<file path="src/rtl/stopwatch_pkg.sv">
// Shared definitions for the stopwatch controller: FSM state encodings,
// digit count, 7-segment lookup and the BCD increment helper.
package stopwatch_pkg;

   localparam int NUM_DIGITS = 4;

   typedef enum logic [1:0] {
      IDLE  = 2'd0,
      RUN   = 2'd1,
      PAUSE = 2'd2
   } state_e;

   // Segment patterns for digits 0..9; entry 0 sits in the low bits.
   localparam logic [9:0][6:0] SEG_LUT = {
      7'h6F, 7'h7F, 7'h07, 7'h7D, 7'h6D,
      7'h66, 7'h4F, 7'h5B, 7'h06, 7'h3F
   };

   function automatic logic [6:0] seg_decode(input logic [3:0] digit);
      return (digit < 4'd10) ? SEG_LUT[digit] : 7'h00;
   endfunction

   // Returns {carry_out, incremented value}; carry_out marks the 9999 -> 0000 wrap.
   function automatic logic [4*NUM_DIGITS:0] bcd_inc(input logic [4*NUM_DIGITS-1:0] val);
      logic [4*NUM_DIGITS:0] res;
      logic                  carry;
      res   = '0;
      carry = 1'b1;
      for (int i = 0; i < NUM_DIGITS; i++) begin
         if (carry && (val[4*i +: 4] == 4'd9)) begin
            res[4*i +: 4] = 4'd0;
         end else begin
            res[4*i +: 4] = val[4*i +: 4] + {3'b000, carry};
            carry         = 1'b0;
         end
      end
      res[4*NUM_DIGITS] = carry;
      return res;
   endfunction

endpackage

</file>
<file path="src/rtl/btn_debounce.sv">
// Button conditioner: 2-FF synchronizer, debounce filter and press pulse.
// Ports:
//   clk, rst  - system clock, async active-high reset
//   btn_raw   - raw asynchronous button level
//   press     - one-cycle pulse on each debounced 0->1 transition
module btn_debounce #(
   parameter int DEBOUNCE_CYCLES = 50000
) (
   input  logic clk,
   input  logic rst,
   input  logic btn_raw,
   output logic press
);

   localparam int            CW       = (DEBOUNCE_CYCLES > 1) ? $clog2(DEBOUNCE_CYCLES) : 1;
   localparam logic [CW-1:0] CNT_LAST = CW'(DEBOUNCE_CYCLES - 1);

   logic          sync1_q, sync2_q;
   logic          level_q, level_d;
   logic          press_q, press_d;
   logic [CW-1:0] cnt_q, cnt_d;

   always_ff @(posedge clk or posedge rst) begin
      if (rst) begin
         sync1_q <= 1'b0;
         sync2_q <= 1'b0;
         level_q <= 1'b0;
         press_q <= 1'b0;
         cnt_q   <= '0;
      end else begin
         sync1_q <= btn_raw;
         sync2_q <= sync1_q;
         level_q <= level_d;
         press_q <= press_d;
         cnt_q   <= cnt_d;
      end
   end

   // cnt_q counts consecutive samples that disagree with the debounced level;
   // any agreeing sample restarts the run.
   always_comb begin
      level_d = level_q;
      cnt_d   = '0;
      if (sync2_q != level_q) begin
         if (cnt_q == CNT_LAST) begin
            level_d = sync2_q;
         end else begin
            cnt_d = cnt_q + CW'(1);
         end
      end
      press_d = level_d & ~level_q;
   end

   assign press = press_q;

endmodule

</file>
<file path="src/rtl/stopwatch_ctrl.sv">
// Run/pause/clear controller for a 4-digit BCD stopwatch with multiplexed
// 7-segment display.
// Ports:
//   clk, rst                  - system clock, async active-high reset
//   btn_start_stop, btn_clear - raw buttons, active-high
//   seg                       - registered segments, seg[0]=a .. seg[6]=g
//   dig_en                    - registered one-hot digit enable, [0]=LSD
//   count_bcd                 - four BCD digits, [3:0]=LSD
//   running                   - high in RUN
//   overflow                  - sticky, set on 9999 -> 0000 wrap
//
// state | meaning
// IDLE  | count cleared, waiting for start
// RUN   | prescaler and counter advancing
// PAUSE | count and prescaler held
module stopwatch_ctrl
   import stopwatch_pkg::*;
#(
   parameter int CLK_DIV         = 1000000,
   parameter int SCAN_DIV        = 1000,
   parameter int DEBOUNCE_CYCLES = 50000
) (
   input  logic                    clk,
   input  logic                    rst,
   input  logic                    btn_start_stop,
   input  logic                    btn_clear,
   output logic [6:0]              seg,
   output logic [NUM_DIGITS-1:0]   dig_en,
   output logic [4*NUM_DIGITS-1:0] count_bcd,
   output logic                    running,
   output logic                    overflow
);

   localparam int            PW         = $clog2(CLK_DIV);
   localparam logic [PW-1:0] PRESC_LAST = PW'(CLK_DIV - 1);
   localparam int            SW         = (SCAN_DIV > 1) ? $clog2(SCAN_DIV) : 1;
   localparam logic [SW-1:0] SCAN_LAST  = SW'(SCAN_DIV - 1);
   localparam int            IW         = $clog2(NUM_DIGITS);

   logic ss_press, clr_press;

   btn_debounce #(.DEBOUNCE_CYCLES(DEBOUNCE_CYCLES)) u_db_ss (
      .clk     (clk),
      .rst     (rst),
      .btn_raw (btn_start_stop),
      .press   (ss_press)
   );

   btn_debounce #(.DEBOUNCE_CYCLES(DEBOUNCE_CYCLES)) u_db_clr (
      .clk     (clk),
      .rst     (rst),
      .btn_raw (btn_clear),
      .press   (clr_press)
   );

   state_e                  state_q, state_d;
   logic [PW-1:0]           presc_q, presc_d;
   logic [4*NUM_DIGITS-1:0] count_q, count_d;
   logic                    ovf_q, ovf_d;
   logic [SW-1:0]           scan_q, scan_d;
   logic [IW-1:0]           idx_q, idx_d;
   logic [6:0]              seg_q, seg_d;
   logic [NUM_DIGITS-1:0]   dig_en_q, dig_en_d;
   logic [4*NUM_DIGITS:0]   count_inc;
   logic                    tick;

   assign count_inc = bcd_inc(count_q);

   always_ff @(posedge clk or posedge rst) begin
      if (rst) begin
         state_q  <= IDLE;
         presc_q  <= '0;
         count_q  <= '0;
         ovf_q    <= 1'b0;
         scan_q   <= '0;
         idx_q    <= '0;
         seg_q    <= '0;
         dig_en_q <= '0;
      end else begin
         state_q  <= state_d;
         presc_q  <= presc_d;
         count_q  <= count_d;
         ovf_q    <= ovf_d;
         scan_q   <= scan_d;
         idx_q    <= idx_d;
         seg_q    <= seg_d;
         dig_en_q <= dig_en_d;
      end
   end

   always_comb begin
      state_d = state_q;
      presc_d = presc_q;
      count_d = count_q;
      ovf_d   = ovf_q;
      tick    = (state_q == RUN) && (presc_q == PRESC_LAST);

      if (state_q == RUN) begin
         presc_d = tick ? '0 : presc_q + PW'(1);
         if (tick) begin
            count_d = count_inc[4*NUM_DIGITS-1:0];
            if (count_inc[4*NUM_DIGITS]) begin
               ovf_d = 1'b1;
            end
         end
      end

      // clr takes priority outside RUN; inside RUN only ss is honoured.
      case (state_q)
         IDLE: begin
            if (clr_press) begin
               count_d = '0;
               ovf_d   = 1'b0;
            end else if (ss_press) begin
               state_d = RUN;
               presc_d = '0;
            end
         end
         RUN: begin
            if (ss_press) begin
               state_d = PAUSE;
            end
         end
         PAUSE: begin
            if (clr_press) begin
               state_d = IDLE;
               count_d = '0;
               presc_d = '0;
               ovf_d   = 1'b0;
            end else if (ss_press) begin
               state_d = RUN;
            end
         end
         default: state_d = IDLE;
      endcase
   end

   always_comb begin
      scan_d = scan_q + SW'(1);
      idx_d  = idx_q;
      if (scan_q == SCAN_LAST) begin
         scan_d = '0;
         idx_d  = idx_q + IW'(1);
      end
      dig_en_d = NUM_DIGITS'(1) << idx_q;
      seg_d    = seg_decode(count_q[{idx_q, 2'b00} +: 4]);
   end

   assign seg       = seg_q;
   assign dig_en    = dig_en_q;
   assign count_bcd = count_q;
   assign running   = (state_q == RUN);
   assign overflow  = ovf_q;

endmodule

</file>
<file path="config.mk">
export PLATFORM = sky130hd
export DESIGN_NAME = stopwatch_ctrl
export DESIGN_NICKNAME = d
export VERILOG_FILES = /design/src/rtl/stopwatch_pkg.sv /design/src/rtl/btn_debounce.sv /design/src/rtl/stopwatch_ctrl.sv
export SDC_FILE = /design/constraint.sdc
export NUM_CORES = 1
export LEC_CHECK = 0
export CORE_ASPECT_RATIO = 1.75
export CORE_MARGIN = 2
export CORE_UTILIZATION = 64
export DETAILED_ROUTE_END_ITERATION = 7
export GPL_TIMING_DRIVEN = 1
export PLACE_DENSITY = 0.85
export REMOVE_ABC_BUFFERS = 1
export SYNTH_ARGS = -nofsm -noshare
export SYNTH_HDL_FRONTEND = slang
export SYNTH_SLANG_ARGS = --single-unit
export TNS_END_PERCENT = 30
</file>
<file path="constraint.sdc">
create_clock -name clk -period 8.3 [get_ports clk]
set_input_delay 1.245 -clock clk [delete_from_list [all_inputs] [get_ports clk]]
set_output_delay 1.245 -clock clk [all_outputs]
set_load 0.005 [all_outputs]
</file>
==> results by group, run 1 <==
Run status
  • Outcome: completed

Synthesis
  • Synth Register Bits: 102
  • Synth area leader: dfrtp_1
  • Predominant post-synthesis flop cell: dfrtp_1
  • Top cells by count, synth: dfrtp_1, nor2_1, nand2_1
  • Post-synth EDFFs: 0
  • Count of unique library cells instantiated by Yosys: 48
  • Sequential share of the synthesized area: 50.15%
  • Most common cell in the synthesized netlist: dfrtp_1
  • Cell area after synthesis: 5090 um^2
  • Ys Warns: 0
  • Syn Inst Count: 505
  • Post-synth top area share: 50.15%
  • Ranking of synthesized cells by area: dfrtp_1, ha_1, xnor2_1
  • Asr flop ratio synth: 100.0%
  • Syn Area/Cell: 10.08 um^2

STA
  • RSZ-0062 raised after global routing: false
  • Endpoints failing setup: 0
  • Tcrit/Tclk final: 35.22%
  • Hold Fails Final Rpt: 0
  • Worst-Margin Slew: 1.061 ns
  • Worst Skew: 0.007201 ns
  • Final setup margin: 5.377 ns
  • Slew headroom: 29.12%
  • Hold Slack: 0.3472 ns
  • Setup TNS: 0 ns
  • Post-route minimum period: 2.923 ns
  • Peak Freq: 0.3421 GHz
  • Max Slew Vio Count: 0

Drt
  • Drt total wl: 10780 um
  • Vias: 4029
  • Avg WL per Cell: 17.11 um
  • Residual DRC: 0
  • Via-per-instance ratio: 6.395
  • Routed Antenna Nets: 0
  • 1st-pass router iterations: 5
  • DRT iter0 DRCs: 259

Critical path
  • Crit Path Class: flip-flop to primary output
  • Worst endpoint data arrival time: 1.68 ns
  • CP Capture Type: primary output
  • Worst Setup SP: state_q[1]
  • WP data required: 7.05 ns
  • RR Startpoint: count_bcd[0]
  • Max FO, Critical Path: 6
  • CP Launch Type: flip-flop

Final layout
  • Nets: 558
  • Ant. Diodes: 0
  • Final core occ: 73.84%
  • Final non-filler cell total: 630
  • Area grow syn2layout: 13.18%
  • Share of layout cells above drive strength 1: 5.741%
  • Post-route cell area: 5761 um^2

Global route
  • Total gr overflow: 0
  • First-pass GRT wire length: 17980 um
  • Vias in the first global route: 3984
  • Largest net degree at the start of global routing: 84
  • GRT Overall Usage: 26.23%
  • Initial antenna violation count: 0

Hold path
  • Hold crit path type: flip-flop to flip-flop
  • Worst hold start: u_db_clr.sync1_q

Place
  • DP Area: 5483 um^2
  • Port Buffers: 32
  • DP Cell Count: 614
  • Pre-CTS WS: 5.384 ns
  • RD Place Congestion: 0.8879
  • Post-detailed-placement half-perimeter wirelength: 7617 um

Clock network
  • Post_cts resized: 0
  • Post-CTS setup buffer count: 0
  • CTS buffer count: 9
  • CTS tree: built
  • Root Buffer Master: clkbuf_16
  • Clock Latency Late Sink: 0.35 ns
  • H-tree depth: 3
  • Clock sinks: 102
  • Max Buffers Root-to-Sink: 2
  • Worst-path clk slew: 0.06 ns
  • CTS Hold Buffers Added: 0

Die
  • Die Outline Area: 8711 um^2
  • Die Ht: 122.0 um
  • I/O pin count: 33
  • Starting density of the core: 65.24%
  • Die W: 71.42 um
  • Core box area: 7801 um^2
  • Floorplan row count: 43

Pwr
  • Final Power: 0.9116 mW
  • VDD IR-drop max: 0.0001324 V
  • Leakage: 2.448 nW
  • PwrDens: 158.3 nW/um^2

Job
  • Max Cap Viol: 0
sequential cells by signal (all words and copies together) (netlist names), 2 cells and up:
name / flops
presc_q: 20
u_db_clr.cnt_q: 16
scan_q: 10
dig_en: 4
count_bcd: 16
idx_q: 2
seg: 7
u_db_ss.cnt_q: 16
state_q: 2
placed cells by master (no fill, tap or decap), types with 19 or more instances in the layout:
| cell type | count |
|---|---|
| a21oi_1 | 31 |
| xor2_1 | 19 |
| ha_1 | 19 |
| nand2_1 | 35 |
| o21ai_0 | 27 |
| clkdlybuf4s50_1 | 32 |
| inv_1 | 22 |
| nand3_1 | 26 |
| nand4_1 | 24 |
| dfrtp_1 | 102 |
| xnor2_1 | 22 |
| nor2_1 | 51 |
cell type report:
class	count	area, um^2
Tap cell	90	112.6
Sequential cell	102	2552
Clock inverter	5	35.03
Multi-Input combinational cell	365	2394
Fill cell	562	2041
Timing Repair Buffer	34	335.3
Inverter	23	88.84
Clock buffer	11	242.7
final timing paths:
check | slack [ns] | end | cells past startpoint
min in group asynchronous | 1.18 | scan_q[8] | 2
worst max register to register | 5.70 | count_bcd[11] | 7
worst min register to register | 0.35 | u_db_clr.sync2_q | 0
worst max-delay path | 5.38 | running | 3
max in group asynchronous | 5.83 | count_bcd[14] | 3
worst min-delay path | 0.35 | u_db_clr.sync2_q | 0
logic make-up (layout without fill, tap and decap cells):
kind of cell | count (synthesis) | count (layout) | share of synthesized area (%)
buffers and inverters | 38 | 73 | 2.827
flip-flops | 102 | 102 | 50.15
AO/OA/AOI/OAI | 86 | 86 | 10.01
AND/OR/NAND/NOR | 211 | 211 | 22.66
adder cells (fa/ha/maj) | 19 | 19 | 4.671
XOR/XNOR | 41 | 41 | 7.055
multiplexers | 8 | 8 | 2.630
where the power goes:
| part | switching, mW | total, mW | leakage (nW) | internal, mW |
|---|---|---|---|---|
| Sequential | 0.00289 | 0.503 | 1.36 | 0.500 |
| Clock | 0.179 | 0.390 | 0.135 | 0.211 |
| Combinational | 0.0141 | 0.0184 | 0.952 | 0.00434 |
worst max-delay path: stages, from the launching register on:
cell	delay (ns)
dfrtp_1	0.42
nand2b_1	0.23
inv_1	0.16
clkdlybuf4s50_1	0.52
per-layer routing:
metal  global-route usage [%]  share of wire, %  vias to the layer above
met5                        0                 0                        -
met4                    14.03               3.8                        0
met3                    4.963               4.2                       42
met2                    46.99                55                      145
met1                    28.73                37                     1958
li1                         -                 -                     1884
(Power assumes the default switching activity.)
==> run 2, diff against run 1 <==
--- a/config.mk
+++ b/config.mk
@@ -7,10 +7,10 @@
 export LEC_CHECK = 0
 export CORE_ASPECT_RATIO = 1.75
 export CORE_MARGIN = 2
-export CORE_UTILIZATION = 64
+export CORE_UTILIZATION = 53
 export DETAILED_ROUTE_END_ITERATION = 7
 export GPL_TIMING_DRIVEN = 1
-export PLACE_DENSITY = 0.85
+export PLACE_DENSITY = 0.75
 export REMOVE_ABC_BUFFERS = 1
 export SYNTH_ARGS = -nofsm -noshare
 export SYNTH_HDL_FRONTEND = slang
==> constraint.sdc (replaced) <==
create_clock -name clk -period 2.4 [get_ports clk]
set_input_delay 0.36 -clock clk [delete_from_list [all_inputs] [get_ports clk]]
set_output_delay 0.36 -clock clk [all_outputs]
set_load 0.005 [all_outputs]
==> run 2 against run 1 <==
Compared with the run above: combinational power grew to 3.7 times the previous value; utilization decreased by 10 points; cell count rose by 7.9%; flip-flop and latch count did not move; via count down 2.4%; routed wire length is 0.85% lower; clock power rose to 3.7 times the previous value; first-iteration DRC count fell by 36%; register-to-register slack got worse by 5.6 ns.
==> results by group, run 2 (synthesis gave the netlist of run 1 again) <==
Run status
  • Outcome: completed

STA
  • Worst-Margin Slew: 0.4854 ns
  • Endpoints failing setup: 0
  • Peak Freq: 0.4417 GHz
  • Final setup margin: 0.1358 ns
  • Hold Slack: 0.3473 ns
  • Tcrit/Tclk final: 94.34%
  • Slew headroom: 67.56%
  • RSZ-0062 raised after global routing: false
  • Max Slew Vio Count: 0
  • Hold Fails Final Rpt: 0
  • Post-route minimum period: 2.264 ns
  • Worst Skew: 0.007339 ns

Global route
  • Total gr overflow: 0
  • Largest net degree at the start of global routing: 53
  • GRT Overall Usage: 21.67%
  • First-pass GRT wire length: 17880 um
  • Vias in the first global route: 3897
  • Initial antenna violation count: 0

Final layout
  • Nets: 577
  • Most common cell after layout, fill and taps aside: dfrtp_1
  • Largest Register: presc_q
  • Max reg flops: 20
  • Fillcell total: 755
  • Area grow syn2layout: 17.38%
  • Area of the multi-input gates: 2400 um^2
  • Register area: 2552 um^2
  • Ant. Diodes: 0
  • Post-route cell area: 5974 um^2
  • Share of layout cells above drive strength 1: 9.140%
  • Most frequent cells in the layout: dfrtp_1, nor2_1, nand2_1

Critical path
  • Cell mode on critical path: or4_4
  • CP Buf/Inv Count: 0
  • WP data required: 2.66 ns
  • Cell family with most CP delay: simple AND/OR/NAND/NOR gates
  • CP Capture Type: flip-flop
  • RR Startpoint: presc_q[11]
  • RR Endpoint: count_bcd[11]
  • Worst endpoint data arrival time: 2.52 ns
  • Max FO, Critical Path: 7
  • Register-to-Register Setup Slack: 0.14 ns
  • Reg2reg path depth: 4
  • CP Cell Sequence: or4_4, or4_4, or4_1, a31oi_1
  • CP Launch Type: flip-flop
  • Slowest stage delay, CP: 0.59 ns
  • Slowest stage cell, crit path: or4_4
  • Crit Path Class: flip-flop to flip-flop

Pwr
  • Reg power frac: 53.7%
  • Int Pwr: 2.576 mW
  • Comb power frac: 2.1%
  • Clk network pwr share: 44.2%
  • Sw Ratio: 20.54%
  • VDD IR-drop max: 0.0004629 V
  • Leakage: 2.559 nW
  • PwrDens: 542.7 nW/um^2
  • Sw power: 0.6658 mW

Die
  • Core box area: 9409 um^2
  • Starting density of the core: 54.10%
  • Die Ht: 133.6 um
  • I/O pin count: 33
  • Die W: 78.08 um
  • Die Outline Area: 10430 um^2
  • Floorplan row count: 47

Drt
  • Residual DRC: 0
  • Drt total wl: 10690 um
  • Via-per-instance ratio: 5.782
  • 1st-pass router iterations: 4
  • Routed Antenna Nets: 0
  • Vias: 3932
  • Avg WL per Cell: 15.72 um
  • DRT iter0 DRCs: 167

Clock network
  • Post-CTS setup buffer count: 0
  • CTS tree: built
  • CTS buffer count: 9
  • Max Buffers Root-to-Sink: 2
  • Worst-path clk slew: 0.07 ns
  • H-tree depth: 3
  • Root Buffer Master: clkbuf_16
  • Clock sinks: 102
  • Clock Latency Late Sink: 0.34 ns

Place
  • Pre-CTS WS: 0.08835 ns
  • RD Place Congestion: 0.8222
  • Post-detailed-placement half-perimeter wirelength: 7611 um
  • Port Buffers: 32
  • DP Area: 5678 um^2

Job
  • Max Cap Viol: 0

Hold path
  • Hold crit path type: input port to asynchronous set/reset pin
## run 2: changes by cell type in the layout (fill, tap and decap cells not counted), sizes merged
cell	previous run	this run
buf	2	21
clkinv	4	2
bufinv	0	1
## run 2: metrics by stage
stage / TNS, ns / cells / utilization [%] / total power [mW]
global route: 0 / 680 / 63.50 / 3.354
finish: 0 / 680 / 63.50 / 3.242
detailed placement: 0 / 665 / 60.35 / 1.843
global placement: 0 / 665 / 60.35 / 1.842
floorplan: -64.82 / 490 / - / 1.815
CTS: 0 / 680 / 63.43 / 3.280
## run 2: repair_timing
action,4_1_cts,5_1_grt
resized for setup,0,2
hold buffers,0,0
setup endpoints to repair,0,5
## run 2: final cells by class
class	count	share of cell area [%]
flip-flops and latches	102	42.72
multi-input cells	365	40.17
repair buffers	53	8.209
clock buffers	11	4.063
well taps	122	2.555
inverters	23	1.487
clock inverters	4	0.7958
## run 2: how the worst max path moves through the flow
stage / startpoint / end / slack (ns) / depth (start not counted)
2_1_floorplan: rst / count_bcd[0] / -0.64 / 1
3_3_place_gp: presc_q[6] / count_bcd[11] / 0.12 / 4
3_5_place_dp: presc_q[11] / count_bcd[11] / 0.09 / 4
4_1_cts: presc_q[11] / count_bcd[11] / 0.07 / 4
5_1_grt: presc_q[11] / count_bcd[11] / 0.07 / 4
6_report: presc_q[11] / count_bcd[11] / 0.14 / 4
## run 2: power by group through the flow
stage / logic, mW / registers [mW] / clock network [mW]
after floorplan: 0.0446 / 1.77 / 0
after global placement: 0.0697 / 1.77 / 0
after detailed placement: 0.0710 / 1.77 / 0
after CTS: 0.0718 / 1.74 / 1.47
after global routing: 0.0805 / 1.74 / 1.53
final: 0.0680 / 1.74 / 1.43
## run 2: per-layer routing
| layer | track usage, % | vias to the layer above | share of wire, % |
|---|---|---|---|
| li1 | - | 1915 | - |
| met1 | 23.48 | 1929 | 39 |
| met2 | 40.47 | 67 | 56 |
| met3 | 3.388 | 21 | 2.6 |
| met4 | 10.04 | 0 | 2.9 |
| met5 | 0 | - | 0 |
==> run 3, diff against run 2 <==
--- a/config.mk
+++ b/config.mk
@@ -5,13 +5,16 @@
 export SDC_FILE = /design/constraint.sdc
 export NUM_CORES = 1
 export LEC_CHECK = 0
+export ABC_AREA = 1
 export CORE_ASPECT_RATIO = 1.75
 export CORE_MARGIN = 2
-export CORE_UTILIZATION = 53
+export CORE_UTILIZATION = 54
+export CTS_BUF_LIST = sky130_fd_sc_hd__clkbuf_16
 export DETAILED_ROUTE_END_ITERATION = 7
 export GPL_TIMING_DRIVEN = 1
-export PLACE_DENSITY = 0.75
+export PLACE_DENSITY = 0.76
 export REMOVE_ABC_BUFFERS = 1
+export SLEW_MARGIN = 5
 export SYNTH_ARGS = -nofsm -noshare
 export SYNTH_HDL_FRONTEND = slang
 export SYNTH_SLANG_ARGS = --single-unit
==> run 3 against run 2 <==
Compared with the run above: cell count up 26%; area after synthesis rose by 5.9%; die area is 3.8% higher; global-route usage rose by 0.78 points; highest routed layer unchanged; first-iteration DRC count is 28% higher; critical path type unchanged; critical endpoint is now count_bcd[13]; non-clock buffer count is 16 lower; worst setup slack better by 0.31 ns; routed wire length up 5.0%; combinational power up 9.6%; via count rose by 17%; worst hold slack improved by 0.0026 ns; clock power fell by 3%.
==> results by group, run 3 <==
STA
  • Worst-Margin Slew: 0.5392 ns
  • RSZ-0062 raised after global routing: false
  • Worst Skew: 0.01457 ns
  • Slew headroom: 64.05%
  • Tcrit/Tclk final: 81.39%
  • Endpoints failing setup: 0
  • Peak Freq: 0.5119 GHz
  • Post-route minimum period: 1.953 ns
  • Max Slew Vio Count: 0
  • Hold Fails Final Rpt: 0
  • Hold Slack: 0.3499 ns

Synthesis
  • Post-synth EDFFs: 0
  • Most common cell in the synthesized netlist: nand2_1
  • Ys Warns: 0
  • Asr flop ratio synth: 100.0%
  • Syn Area/Cell: 7.827 um^2
  • Synth area leader: dfrtp_1
  • Top cells by count, synth: nand2_1, nor2_1, dfrtp_1
  • Post-synth top area share: 47.33%
  • Synth Register Bits: 102
  • Syn Inst Count: 689
  • Ranking of synthesized cells by area: dfrtp_1, nand2_1, nor2_1
  • Predominant post-synthesis flop cell: dfrtp_1
  • Sequential share of the synthesized area: 47.33%
  • Count of unique library cells instantiated by Yosys: 35
  • Cell area after synthesis: 5393 um^2

Clock network
  • H-tree depth: 3
  • Worst-path clk slew: 0.07 ns
  • Max Buffers Root-to-Sink: 2
  • CTS buffer count: 9
  • Post_cts resized: 0
  • Clock sinks: 102
  • Post-CTS setup buffer count: 0
  • Root Buffer Master: clkbuf_16
  • CTS tree: built
  • CTS Hold Buffers Added: 0
  • Clock Latency Late Sink: 0.35 ns

Critical path
  • CP Launch Type: flip-flop
  • Crit Path Class: flip-flop to flip-flop
  • Crit path capture: count_bcd[13]
  • Reg2reg path depth: 10
  • CP Cell Sequence: inv_1, nor2_1, nand2_1, nor2_4, nand2_1, inv_1, ha_1, ha_1, o21ai_0, nor2_1
  • Max FO, Critical Path: 5
  • Register-to-Register Setup Slack: 0.45 ns
  • CP Capture Type: flip-flop
  • Slowest stage cell, crit path: dfrtp_1
  • RR Startpoint: count_bcd[3]
  • Slowest stage delay, CP: 0.47 ns
  • WP data required: 2.63 ns
  • Worst endpoint data arrival time: 2.19 ns
  • Worst Setup SP: count_bcd[3]
  • RR Endpoint: count_bcd[13]

Final layout
  • Max reg flops: 20
  • Nets: 752
  • Largest Register: presc_q
  • Most frequent cells in the layout: nand2_1, nor2_1, dfrtp_1
  • Most common cell after layout, fill and taps aside: nand2_1
  • Area grow syn2layout: 14.45%
  • Final core occ: 63.05%
  • Share of layout cells above drive strength 1: 6.131%
  • Ant. Diodes: 0

Die
  • Die Outline Area: 10830 um^2
  • Starting density of the core: 55.09%
  • Die Ht: 136.2 um
  • Core box area: 9789 um^2
  • Floorplan row count: 48
  • Die W: 79.54 um
  • I/O pin count: 33

Pwr
  • VDD IR-drop max: 0.0004290 V
  • Sw Ratio: 22.60%
  • Leakage: 2.920 nW
  • PwrDens: 516.8 nW/um^2
  • Sw power: 0.7208 mW
  • Clk network pwr share: 43.2%
  • Int Pwr: 2.469 mW
  • Reg power frac: 54.4%
  • Comb power frac: 2.3%

Global route
  • GRT Overall Usage: 22.45%
  • Total gr overflow: 0
  • Vias in the first global route: 4481
  • Largest net degree at the start of global routing: 42
  • First-pass GRT wire length: 19530 um
  • Initial antenna violation count: 0

Place
  • Post-detailed-placement half-perimeter wirelength: 8338 um
  • RD Place Congestion: 0.8961
  • Port Buffers: 32

Drt
  • Avg WL per Cell: 13.06 um
  • Routed Antenna Nets: 0
  • Residual DRC: 0
  • DRT iter0 DRCs: 214
  • 1st-pass router iterations: 5
  • Drt total wl: 11220 um
  • Vias: 4586
  • Via-per-instance ratio: 5.339

Hold path
  • Hold crit path type: flip-flop to flip-flop

Job
  • Max Cap Viol: 0

Run status
  • Outcome: completed
-- run 3: cell types whose count changed in the layout (fill, tap and decap cells not counted), moves of 19 or more --
cell / change
inv_1: +79
nand3_1: +30
nor2_1: +65
xnor2_1: -19
nand2_1: +95
-- run 3: cell type report --
class / instances / area, um^2
clock buffers: 9 / 225.2
clock inverters: 7 / 58.81
fillers: 870 / 3617
inverters: 104 / 392.9
multi-input cells: 475 / 2404
flip-flops and latches: 102 / 2552
well taps: 125 / 156.4
repair buffers: 37 / 382.9
-- run 3: power groups by stage --
stage	clock network [mW]	registers (mW)	logic (mW)
3_5_place_dp	0	1.77	0.0782
5_1_grt	1.48	1.74	0.0870
6_report	1.38	1.74	0.0745
3_3_place_gp	0	1.77	0.0756
2_1_floorplan	0	1.77	0.0473
4_1_cts	1.41	1.74	0.0786
-- run 3: logic make-up after synthesis --
group | after synthesis | share of synthesized area [%]
AND/OR/NAND/NOR | 365 | 29.79
flip-flops | 102 | 47.33
adder cells (fa/ha/maj) | 19 | 4.408
XOR/XNOR | 21 | 3.411
buffers and inverters | 112 | 8.097
AO/OA/AOI/OAI | 70 | 6.961
-- run 3: worst max-delay path, delay by kind of cell (launching register included) --
family                     cells  cell delay, ns
AOI/OAI and AO/OA              1            0.17
adders and majority gates      2            0.40
buffers and inverters          2            0.17
DFF                            1            0.47
and+or+nand+nor                5            0.64
-- run 3: how the worst min path moves through the flow --
stage                          start                to  slack, ns  depth (start not counted)
floorplan           u_db_clr.sync1_q  u_db_clr.sync2_q       0.33                          0
global placement     u_db_ss.sync1_q   u_db_ss.sync2_q       0.33                          0
detailed placement  u_db_clr.sync1_q  u_db_clr.sync2_q       0.33                          0
CTS                  u_db_ss.sync1_q   u_db_ss.sync2_q       0.35                          0
global route         u_db_ss.sync1_q   u_db_ss.sync2_q       0.36                          0
finish               u_db_ss.sync1_q   u_db_ss.sync2_q       0.35                          0
-- run 3: stage by stage --
stage / TNS [ns] / cell area (um^2) / setup slack, ns / power [mW] / instances
6_report: 0 / 6172 / 0.4466 / 3.190 / 859
5_1_grt: 0 / 6172 / 0.2693 / 3.309 / 859
4_1_cts: 0 / 6172 / 0.4605 / 3.229 / 859
3_5_place_dp: 0 / 5888 / 0.4586 / 1.848 / 843
3_3_place_gp: 0 / 5888 / 0.4932 / 1.844 / 843
2_1_floorplan: -64.82 / 5346 / -0.6355 / 1.815 / 681
-- run 3: per-layer routing --
layer / GRT usage (%) / up-vias / share of wire (%)
met1: 24.74 / 2162 / 39
met5: 0 / - / 0
met4: 9.674 / 0 / 2.6
li1: - / 2278 / -
met3: 4.183 / 28 / 3.5
met2: 41.18 / 118 / 54
